===== src/rtl/sr_downcount_driver.sv =====
// sr_downcount_driver
// Down-counter that drives an external bank of SR flip-flops. Each accepted
// request (load or decrement) runs a fixed four-state sequence:
//
//   state | meaning
//   IDLE  | waiting for a request; s/r released
//   DRIVE | set/reset pulses for the changed bits are on s/r
//   HOLD  | s/r released, bank settling
//   CHECK | q_fb compared against count; mismatch sets sticky err
//
// Ports:
//   clk      - single clock, rising edge
//   reset    - synchronous active-high reset
//   en       - decrement request (accepted only in IDLE)
//   load     - load request, wins over en (accepted only in IDLE)
//   load_val - value written by a load
//   q_fb     - Q feedback from the external SR bank
//   s, r     - registered set/reset commands, one per stage
//   count    - registered count
//   busy     - high whenever not IDLE
//   borrow   - one-cycle pulse during DRIVE on a decrement from 0
//   tc       - count == 0 (combinational)
//   err      - sticky feedback mismatch flag, cleared only by reset
module sr_downcount_driver #(
  parameter int WIDTH = 4
) (
  input  logic             clk,
  input  logic             reset,
  input  logic             en,
  input  logic             load,
  input  logic [WIDTH-1:0] load_val,
  input  logic [WIDTH-1:0] q_fb,
  output logic [WIDTH-1:0] s,
  output logic [WIDTH-1:0] r,
  output logic [WIDTH-1:0] count,
  output logic             busy,
  output logic             borrow,
  output logic             tc,
  output logic             err
);

  localparam logic [1:0] IDLE  = 2'b00;
  localparam logic [1:0] DRIVE = 2'b01;
  localparam logic [1:0] HOLD  = 2'b10;
  localparam logic [1:0] CHECK = 2'b11;

  logic [1:0]       r_state;
  logic [WIDTH-1:0] r_count;
  logic [WIDTH-1:0] r_s;
  logic [WIDTH-1:0] r_r;
  logic             r_borrow;
  logic             r_err;

  logic [WIDTH-1:0] w_next;
  logic             w_req;

  // Load wins over en; a decrement wraps 0 -> all ones naturally.
  assign w_next = load ? load_val : (r_count - 1'b1);
  assign w_req  = load | en;

  always_ff @(posedge clk) begin
    if (reset) begin
      r_state  <= IDLE;
      r_count  <= '0;
      r_s      <= '0;
      r_r      <= '1;   // clear the external bank while in reset
      r_borrow <= 1'b0;
      r_err    <= 1'b0;
    end else begin
      // s/r/borrow are single-cycle; released unless a request is accepted.
      r_s      <= '0;
      r_r      <= '0;
      r_borrow <= 1'b0;
      case (r_state)
        IDLE: begin
          if (w_req) begin
            r_state  <= DRIVE;
            r_count  <= w_next;
            // Only bits that change get a command, so s & r is always 0.
            r_s      <= w_next & ~r_count;
            r_r      <= ~w_next & r_count;
            r_borrow <= ~load & (r_count == '0);
          end
        end
        DRIVE: r_state <= HOLD;
        HOLD:  r_state <= CHECK;
        CHECK: begin
          r_state <= IDLE;
          if (q_fb != r_count) r_err <= 1'b1;
        end
        default: r_state <= IDLE;
      endcase
    end
  end

  assign s      = r_s;
  assign r      = r_r;
  assign count  = r_count;
  assign busy   = (r_state != IDLE);
  assign borrow = r_borrow;
  assign tc     = (r_count == '0);
  assign err    = r_err;

endmodule


===== config.mk =====
export PLATFORM = sky130hd
export DESIGN_NAME = sr_downcount_driver
export DESIGN_NICKNAME = d
export VERILOG_FILES = /design/src/rtl/sr_downcount_driver.sv
export SDC_FILE = /design/constraint.sdc
export NUM_CORES = 1
export LEC_CHECK = 0
export ABC_AREA = 1
export CAP_MARGIN = 20
export CORE_AREA = 4 4 50 52
export DETAILED_ROUTE_END_ITERATION = 6
export DIE_AREA = 0 0 54 56
export PLACE_DENSITY = 0.71
export REMOVE_ABC_BUFFERS = 1
export SETUP_SLACK_MARGIN = 0.4
export SLEW_MARGIN = 15
export SYNTH_ARGS = -nofsm -noshare
export SYNTH_HDL_FRONTEND = slang
export SYNTH_SLANG_ARGS = --single-unit

===== constraint.sdc =====
create_clock -name clk -period 1.1 [get_ports clk]
set_input_delay 0.33 -clock clk [delete_from_list [all_inputs] [get_ports clk]]
set_output_delay 0.33 -clock clk [all_outputs]
set_load 0.005 [all_outputs]

==> results.py <==
metrics = {
    "outcome": {
        "status": "complete, but fails checks",
        "violations": "negative setup slack",
    },
    "yosys": {
        "synth_cells": 102,
        "syn_area_sq_um": 745.7,
        "synth-main-ff-cell": "dfxtp_1",
        "yosysSeqAreaShare_pct": 42.95,
        "ys_types": 20,
        "post-synth-top-count-cell": "nand2_1",
        "async_flop_share_pct": 0,
        "yosysWarningCount": 0,
        "synth-seq-cells": 16,
        "yosysTopAreaCell": "dfxtp_1",
        "synth_area_leaders": "dfxtp_1 (43%), nand2_1 (14%), inv_1 (8.1%)",
        "synth.avg_cell_area_sq_um": 7.311,
        "synth_edf_count": 0,
        "ys_top_cells_by_count": "nand2_1 (27), dfxtp_1 (16), inv_1 (16)",
        "synth_top_area_share_pct": 42.95,
    },
    "timing": {
        "post-route-period-util_pct": 130.2,
        "final-hold-violation-count": 0,
        "clock-skew-final_ns": 0.001970,
        "timing.fmax_mhz": 698.1,
        "setup-tns-final_ns": -3.567,
        "max_slew_margin_pct": 74.40,
        "rsz0062_at_grt": "yes",
        "period_minus_slack_ns": 1.433,
        "worst_pin_slew_ns": 0.3814,
        "drv_slew": 0,
        "setup_ws_ns": -0.3326,
        "setup_viol": 20,
    },
    "power_and_ir_drop": {
        "p_leak_uw": 0.0007882,
        "cellPowerDensity_mw_per_mm2": 2654,
        "irDropWorstVdd_mv": 1.627,
        "finalPower_uw": 4341,
    },
    "critical_path": {
        "cp.required_ns": 0.77,
        "cp-startpoint": "count[0]",
        "path_class": "register to output port",
        "cp-end-kind": "output port",
        "startpoint_type": "register",
        "cp_max_fo": 2,
        "crit_arrival_ns": 1.10,
        "r2r-start": "r_state[0]",
    },
    "grt": {
        "grt_antenna_before_repair": 0,
        "grt.overflow.total": 0,
        "grt_use_total_pct": 18.05,
        "grt_pass1_wl_mm": 4.077,
        "grt_max_degree": 10,
        "grt_pass1_vias": 913,
    },
    "floorplan": {
        "die-area_sq_mm": 0.003024,
        "rows": 17,
        "start_util_pct": 35.41,
        "ioPinCount": 28,
        "die_h_um": 56,
        "dieWidth_um": 54,
        "coreArea_sq_mm": 0.002106,
    },
    "layout": {
        "drive_above_1_share_pct": 63.58,
        "synthToLayoutAreaGrowth_pct": 119.3,
        "design_area_sq_mm": 0.001635,
        "nets": 190,
        "diodes": 0,
    },
    "clock_network": {
        "tritoncts": "done",
        "clk_path_buf_depth": 2,
        "clock_latency_ns": 0.29,
        "cts_made_buffers": 3,
        "path_clk_slew_ns": 0.09,
        "ctsHtreeMaxLevel": 1,
        "clockRootBuffer": "clkbuf_4",
        "cts_sinks": 16,
    },
    "route": {
        "vias": 972,
        "wl_per_cell_um": 14.52,
        "wl_mm": 2.919,
        "drt_drc_violations_left": 0,
        "first_pass_iters": 4,
        "viasPerCell": 4.836,
        "drtAntennaViolNets": 0,
        "first_iter_violations": 16,
    },
    "place": {
        "io_buffer_count": 27,
        "gp_congestion": 0.8504,
        "dpl_cell_area_sq_mm": 0.001177,
        "hpwl_mm": 1.463,
    },
    "min_path": {
        "min_from": "err",
        "hold_path.class": "register to register",
    },
    "job": {
        "drv_cap": 0,
    },
}
==> routing by layer <==
layer,up-vias,wire length [um],global-route usage (%)
li1,461,-,-
met1,465,1031,20.00
met2,42,1641,33.04
met3,4,196,2.681
met4,0,51,6.406
met5,-,0,0
==> state kept, by name (all words and copies together), names as in the netlist <==
signal / cells
s: 4
err: 1
count: 4
r_state: 2
borrow: 1
r: 4
==> power by group <==
| part | switching (uW) | internal [uW] | total, uW |
|---|---|---|---|
| Clock | 192 | 202 | 394 |
| Sequential | 84.9 | 755 | 840 |
| Combinational | 1370 | 1740 | 3110 |
==> worst max-delay path, cell delays in order (launching register included) <==
cell	delay [ns]
dfxtp_2	0.34
inv_2	0.08
ha_4	0.15
nand2_4	0.06
nor2_4	0.07
buf_2	0.11
==> kinds of logic after synthesis <==
logic type / after synthesis / share of synthesized area, %
fa+ha+maj: 4 / 6.712
compound gates: 14 / 10.24
simple gates: 48 / 28.19
buf+inv: 19 / 10.74
flops: 16 / 42.95
xor+xnor: 1 / 1.175
==> cells in the final DEF (no fill, tap or decap) <==
master and instances:
a21oi_1 2, a21oi_2 6, buf_12 1, buf_2 12
buf_4 20, buf_6 25, clkbuf_4 3, clkbuf_8 1
clkdlybuf4s50_1 9, clkinv_1 1, dfxtp_1 8, dfxtp_2 8
dlygate4sd2_1 2, ha_1 1, ha_4 3, inv_1 10
inv_2 4, inv_4 2, nand2_1 21, nand2_2 3
nand2_4 4, nand3_1 2, nand3_2 4, nand3_4 1
nand4_1 1, nor2_1 4, nor2_2 2, nor2_4 2
nor3_2 3, nor4_4 1, o21ai_1 2, o21ai_2 2
o21bai_4 1, o221ai_2 1, xor2_2 1
==> metrics by stage <==
stage               cells  worst slack (ns)  hold WS [ns]  util [%]
finish                201           -0.3326        0.4662     77.66
global route          201           -0.3730        0.5059     77.66
CTS                   193           -0.3157        0.4503     68.75
detailed placement    174           -0.4179        0.4449     55.91
global placement      174           -0.3995        0.4407     55.91
floorplan             100           -0.1490        0.3991         -
==> what timing repair did <==
| item | in CTS | in global routing |
|---|---|---|
| pin swaps | 21 | 17 |
| resized for setup | 119 | 29 |
| setup endpoints to repair | 32 | 32 |
| hold buffers | 0 | 0 |
| setup buffers | 15 | 8 |
==> layout make-up <==
| class | instances | area (sq um) |
|---|---|---|
| timing repair buffer | 69 | 619.3 |
| inverter | 17 | 68.82 |
| fill | 137 | 470.5 |
| tap | 28 | 35.03 |
| multi-input combinational | 67 | 545.5 |
| clock buffer | 4 | 36.28 |
| sequential | 16 | 330.3 |
==> worst paths after layout <==
kind	end	slack (ns)	depth (start not counted)
max	tc	-0.33	5
min	err	0.47	2
max reg2reg	count[1]	-0.27	10
min reg2reg	err	0.47	2
Note: power is estimated with default switching activity, not from simulation.
